===== src/rtl/imem_stream_loader.sv =====
// Parses a length-prefixed, XOR-checksummed byte stream into instruction-memory writes; core held in reset until verified.
// One byte per cycle; each assembled word costs one extra WRITE cycle with s_ready low; all outputs registered.
module imem_stream_loader #(
    parameter int ADDR_W         = 12,
    parameter int TIMEOUT_CYCLES = 1000000
) (
    input  logic              clk,
    input  logic              reset,
    input  logic              start,
    input  logic [7:0]        s_data,
    input  logic              s_valid,
    output logic              s_ready,
    output logic              init_mode,
    output logic              write_enable,
    output logic [ADDR_W-1:0] init_address,
    output logic [31:0]       init_instruction,
    output logic              core_reset,
    output logic              busy,
    output logic              done,
    output logic              error
);
    localparam int            TW        = $clog2(TIMEOUT_CYCLES + 1);
    localparam logic [TW-1:0] IDLE_LAST = TW'(TIMEOUT_CYCLES - 1);
    localparam logic [31:0]   MAX_WORDS = 32'(1) << ADDR_W;

    typedef enum logic [2:0] {
        S_IDLE, S_LEN_HI, S_LEN_LO, S_DATA, S_WRITE, S_CSUM, S_DONE, S_ERROR
    } state_t;

    state_t          state, state_nxt;
    logic [7:0]      len_hi;
    logic [15:0]     n_len;
    logic [15:0]     len_full;
    logic [ADDR_W:0] word_idx, idx_inc;
    logic [1:0]      byte_cnt;
    logic [23:0]     word_buf;
    logic [7:0]      csum;
    logic [TW-1:0]   idle_cnt;
    logic            accept, receiving, timed_out;
    logic            loading_nxt, ready_nxt;

    assign accept    = s_valid && s_ready;
    assign len_full  = {len_hi, s_data};
    assign idx_inc   = word_idx + 1'b1;
    assign receiving = (state == S_LEN_HI) || (state == S_LEN_LO) ||
                       (state == S_DATA)   || (state == S_CSUM);
    assign timed_out = receiving && !s_valid && (idle_cnt == IDLE_LAST);

    always_ff @(posedge clk or negedge reset) begin
        if (!reset) state <= S_IDLE;
        else        state <= state_nxt;
    end

    always_comb begin
        state_nxt   = state;
        loading_nxt = 1'b0;
        ready_nxt   = 1'b0;
        case (state)
            S_IDLE, S_DONE, S_ERROR: if (start) state_nxt = S_LEN_HI;
            S_LEN_HI: if (accept) state_nxt = S_LEN_LO;
            S_LEN_LO: begin
                if (accept) begin
                    if (32'(len_full) > MAX_WORDS) state_nxt = S_ERROR;
                    else if (len_full == 16'd0)    state_nxt = S_CSUM;
                    else                           state_nxt = S_DATA;
                end
            end
            S_DATA:  if (accept && byte_cnt == 2'd3) state_nxt = S_WRITE;
            S_WRITE: state_nxt = (32'(idx_inc) == 32'(n_len)) ? S_CSUM : S_DATA;
            S_CSUM:  if (accept) state_nxt = (s_data == csum) ? S_DONE : S_ERROR;
        endcase
        if (timed_out) state_nxt = S_ERROR;

        // Outputs are registered from the next state so they line up with the state register.
        ready_nxt   = (state_nxt == S_LEN_HI) || (state_nxt == S_LEN_LO) ||
                      (state_nxt == S_DATA)   || (state_nxt == S_CSUM);
        loading_nxt = ready_nxt || (state_nxt == S_WRITE);
    end

    always_ff @(posedge clk or negedge reset) begin
        if (!reset) begin
            s_ready      <= 1'b0;
            init_mode    <= 1'b0;
            write_enable <= 1'b0;
            core_reset   <= 1'b1;
            busy         <= 1'b0;
            done         <= 1'b0;
            error        <= 1'b0;
        end else begin
            s_ready      <= ready_nxt;
            init_mode    <= loading_nxt;
            write_enable <= (state_nxt == S_WRITE);
            core_reset   <= (state_nxt != S_DONE);
            busy         <= loading_nxt;
            done         <= (state_nxt == S_DONE);
            error        <= (state_nxt == S_ERROR);
        end
    end

    always_ff @(posedge clk or negedge reset) begin
        if (!reset) begin
            len_hi           <= '0;
            n_len            <= '0;
            word_idx         <= '0;
            byte_cnt         <= '0;
            word_buf         <= '0;
            csum             <= '0;
            idle_cnt         <= '0;
            init_address     <= '0;
            init_instruction <= '0;
        end else begin
            case (state)
                S_IDLE, S_DONE, S_ERROR: begin
                    if (start) begin
                        csum         <= '0;
                        word_idx     <= '0;
                        byte_cnt     <= '0;
                        idle_cnt     <= '0;
                        init_address <= '0;
                    end
                end
                S_LEN_HI: if (accept) len_hi <= s_data;
                S_LEN_LO: if (accept) n_len <= len_full;
                S_DATA: begin
                    if (accept) begin
                        word_buf <= {word_buf[15:0], s_data};
                        csum     <= csum ^ s_data;
                        byte_cnt <= byte_cnt + 2'd1;
                        if (byte_cnt == 2'd3) begin
                            init_address     <= word_idx[ADDR_W-1:0];
                            init_instruction <= {word_buf, s_data};
                        end
                    end
                end
                S_WRITE: word_idx <= idx_inc;
                default: ;
            endcase

            // Idle counter runs only while waiting on the stream; WRITE leaves it frozen.
            if (receiving) begin
                if (s_valid) idle_cnt <= '0;
                else         idle_cnt <= idle_cnt + 1'b1;
            end
        end
    end
endmodule


===== config.mk =====
export PLATFORM = sky130hd
export DESIGN_NAME = imem_stream_loader
export DESIGN_NICKNAME = d
export VERILOG_FILES = /design/src/rtl/imem_stream_loader.sv
export SDC_FILE = /design/constraint.sdc
export NUM_CORES = 1
export LEC_CHECK = 0
export CAP_MARGIN = 5
export CORE_ASPECT_RATIO = 0.7
export CORE_UTILIZATION = 52
export CTS_BUF_LIST = sky130_fd_sc_hd__clkbuf_4 sky130_fd_sc_hd__clkbuf_8 sky130_fd_sc_hd__clkbuf_16
export DETAILED_ROUTE_END_ITERATION = 7
export GPL_TIMING_DRIVEN = 0
export PLACE_DENSITY = 0.83
export SETUP_SLACK_MARGIN = 0.3
export SYNTH_ARGS = -nofsm -noshare
export SYNTH_HDL_FRONTEND = slang
export SYNTH_SLANG_ARGS = --single-unit

===== constraint.sdc =====
create_clock -name clk -period 2 [get_ports clk]
set_clock_uncertainty 0.15 [all_clocks]
set_input_delay 0.4 -clock clk [delete_from_list [all_inputs] [get_ports clk]]
set_output_delay 0.4 -clock clk [all_outputs]
set_load 0.005 [all_outputs]

==> flow_summary_export.csv <==
group,metric,value,unit
sta,post-route-period-util,1.29,
worst_hold_path,hold_class,"in2reg",
grt,grt_pass1_wl,32000,um
drt,drtPass1Iterations,5,
placed_design,port_buffers,61,
drt,via_per_inst,6.83,
logic_synthesis,synthesis.nets,714,
drt,drc,0,
logic_synthesis,syn_avg_cell_area,9.40,sq um
worst_setup_path,arrival,2760,ps
clock_tree,clk_latency,450,ps
floorplanning,initial_utilization,0.547,
layout,final_cell_area,10800,sq um
power,power_density,1350,nW/um^2
clock_tree,cts_buffers,17,
worst_setup_path,ff2ff_setup_slack,-560,ps
drt,ant_nets,0,
floorplanning,dieHeight,96.0,um
worst_hold_path,holdCritStartpoint,"s_data[3]",
sta,setup_slack,-586,ps
grt,grt_use_met3,0.0795,
worst_setup_path,slowest_stage,"or4_4",
logic_synthesis,synthDistinctLibCells,60,
logic_synthesis,ys.warnings.count,0,
sta,max_clock_freq,0.387,GHz
worst_setup_path,path_cells,"dlygate4sd2_1 > or4_4 > o31a_1 > o31ai_2 > and3_4 > nand2_4 > mux2i_1",
sta,whs,293,ps
flow_run,maxCapViolCount,0,
placed_design,dp.final_hpwl,11000,um
grt,grt-busiest-layer,"met2",
grt,grtUsageTotal,0.328,
floorplanning,die_x,136,um
clock_tree,cts_buffer_depth,2,
logic_synthesis,synth_ff_type,"dfrtp_1",
worst_setup_path,regToRegEndpoint,"s_ready$_DFF_PN0_",
worst_setup_path,path_class,"in2reg",
worst_setup_path,start_kind,"input pin",
logic_synthesis,synth_edf_count,0,
grt,grtUsageMet2,0.527,
sta,drv_slew,0,
drt,num_vias,7333,
placed_design,finalWeightedCongestion,0.934,
worst_hold_path,hold_depth,3,
layout,drive_above_1_share,0.491,
worst_hold_path,hold_end,"init_instruction[3]$_DFFE_PN0P_",
layout,final_cell_mix,"dfrtp_1, nand2_1, nand2_2",
logic_synthesis,netlist_area,6570,sq um
power,p_leak,5.42,nW
power,p_clk_frac,0.228,
power,ir_worst_vdd,0.000845,V
power,switching_power,5.73,mW
sta,slew-limit-headroom,0.547,
drt,detail_route.wl_per_cell,28.5,um
power,power_frac_comb,0.437,
clock_tree,htreeDepth,4,
power,seqPwrFrac,0.335,
clock_tree,cts.clk_slew.worst_paths,60,ps
status,violations,"setup timing",
status,status,"complete, but fails checks",
clock_tree,cts_tree,"done",
floorplanning,rows,33,
grt,first_global_vias,6147,
worst_setup_path,cp_max_fo,7,
layout,diodes,0,
worst_setup_path,critical-path-max-stage-delay,590,ps
sta,hold_viol_final,0,
clock_tree,root_buffer,"clkbuf_16",
worst_setup_path,endpoint_kind,"flip-flop",
drt,drtIter0Drc,837,
drt,wirelength,30600,um
clock_tree,cts_sinks,144,
floorplanning,die_area,13100,sq um
grt,antenna_found_initial,0,
worst_setup_path,critPathRequiredTime,2170,ps
worst_setup_path,path_buf_inv,1,
sta,min_period,2590,ps
layout,nets,918,
sta,setup_violations,92,
logic_synthesis,ys_ff_latch,144,
grt,grt_util_met1,0.423,
layout,final_common_cell,"dfrtp_1",
worst_setup_path,cpLargestDelayFamily,"simple AND/OR/NAND/NOR gates",
grt,grt_overflow,0,
worst_setup_path,worst_r2r_path_depth,6,
layout,area_growth,65.1,%
power,power_switching_share,0.392,
floorplanning,ios,63,
placed_design,placed_area,7600,sq um
logic_synthesis,async_flop_share,1.00,
power,p_int,8.90,mW
grt,grt_max_degree,79,
floorplanning,core_area,12000,sq um
worst_setup_path,worstReg2RegStart,"len_hi[0]$_DFFE_PN0P_",
logic_synthesis,synthCells,699,
sta,worst_pin_slew,679,ps
sta,rsz0062_at_grt,"yes",
logic_synthesis,ys_seq_area_frac,0.549,
## cells in the mapped netlist (all sizes together), types with 2 or more instances
library cell,count,area [sq um]
o21a,2,15.0
nand2,226,848
a22o,5,43.8
nand4,11,68.8
nand2b,4,25.0
a2111oi,2,25.0
or2,2,12.5
ha,3,37.5
nand3,14,75.1
and2,5,31.3
buf,15,76.3
a31oi,3,18.8
o31ai,8,60.1
nor4,12,109
and3,5,31.3
a21oi,9,45.0
o21ai,64,324
nor3,12,65.1
inv,8,30.0
xor2,20,175
xnor2,12,105
a211oi,2,27.5
or4,4,37.5
clkbuf,16,60.1
nor2,45,171
or3,6,37.5
mux2,23,259
dfrtp,143,3580
## tightest hold or removal path, cell delays in order
cell and delay (ps):
clkdlybuf4s15_2 310, nand2_4 100, nand2_2 40
## worst max path at each step
stage / from / end / slack (ps) / cells after the start
global route: len_hi[2]$_DFFE_PN0P_ / busy$_DFF_PN0_ / -530 / 6
CTS: len_hi[3]$_DFFE_PN0P_ / state[2]$_DFF_PN0_ / -170 / 6
floorplan: s_data[3] / done$_DFF_PN0_ / -70 / 6
detailed placement: s_data[7] / state[1]$_DFF_PN0_ / -910 / 7
global placement: reset / init_address[2]$_DFFE_PN0P_ / -5050 / 1
finish: s_data[4] / s_ready$_DFF_PN0_ / -590 / 7
## through the flow
step / utilization / TNS [ps] / total power, mW / instances / worst slack, ps
2_1_floorplan: - / -244 / 6.47 / 699 / -65.9
4_1_cts: 0.760 / -969 / 11.8 / 1009 / -174
3_5_place_dp: 0.633 / -59510 / 7.77 / 918 / -907
5_1_grt: 0.903 / -9860 / 15.0 / 1073 / -527
3_3_place_gp: 0.630 / -777950 / 7.57 / 917 / -5050
6_report: 0.903 / -8940 / 14.6 / 1073 / -586
## flip-flops by register name, summed over array words and instances, names as in the netlist, 2 cells and up
register / count
len_hi: 8
n_len: 16
word_buf: 24
state: 3
byte_cnt: 2
init_address: 12
csum: 8
init_instruction: 32
word_idx: 13
idle_cnt: 20
## routing by layer
metal	wire [um]	up-vias	share of wire
li1	-	2791	-
met1	10900	3494	0.35
met2	13300	755	0.44
met3	3900	293	0.13
met4	2540	0	0.083
met5	0	-	0
## cells by family after synthesis
logic type | count (synthesis) | synth area share
AO/OA/AOI/OAI | 107 | 0.102
XOR/XNOR | 32 | 0.0427
adder cells (fa/ha/maj) | 3 | 0.00571
buffers and inverters | 39 | 0.0253
flip-flops | 144 | 0.549
multiplexers | 24 | 0.0409
AND/OR/NAND/NOR | 350 | 0.235
## power groups by stage
stage	registers [mW]	clock network [mW]	logic, mW
floorplan	4.36	0	2.12
global route	4.93	3.46	6.60
finish	4.90	3.34	6.38
global placement	4.47	0	3.10
CTS	4.51	3.21	4.09
detailed placement	4.53	0	3.24
## layout make-up
class,instances,area (sq um)
Timing Repair Buffer,183,1930
Fill cell,387,1170
Timing Repair inverter,1,16.3
Sequential cell,144,3620
Tap cell,157,196
Inverter,8,55.1
Multi-Input combinational cell,517,4010
Clock inverter,9,108
Clock buffer,23,489
Buffer,31,420
## what timing repair did
item,CTS,global route
pin swaps,45,136
gates cloned,6,10
setup endpoints to repair,192,146
buffers inserted,52,54
resized for setup,218,327
endpoints found under the hold margin,76,0
hold buffers,1,0
Power figures use the tool's default switching activity.
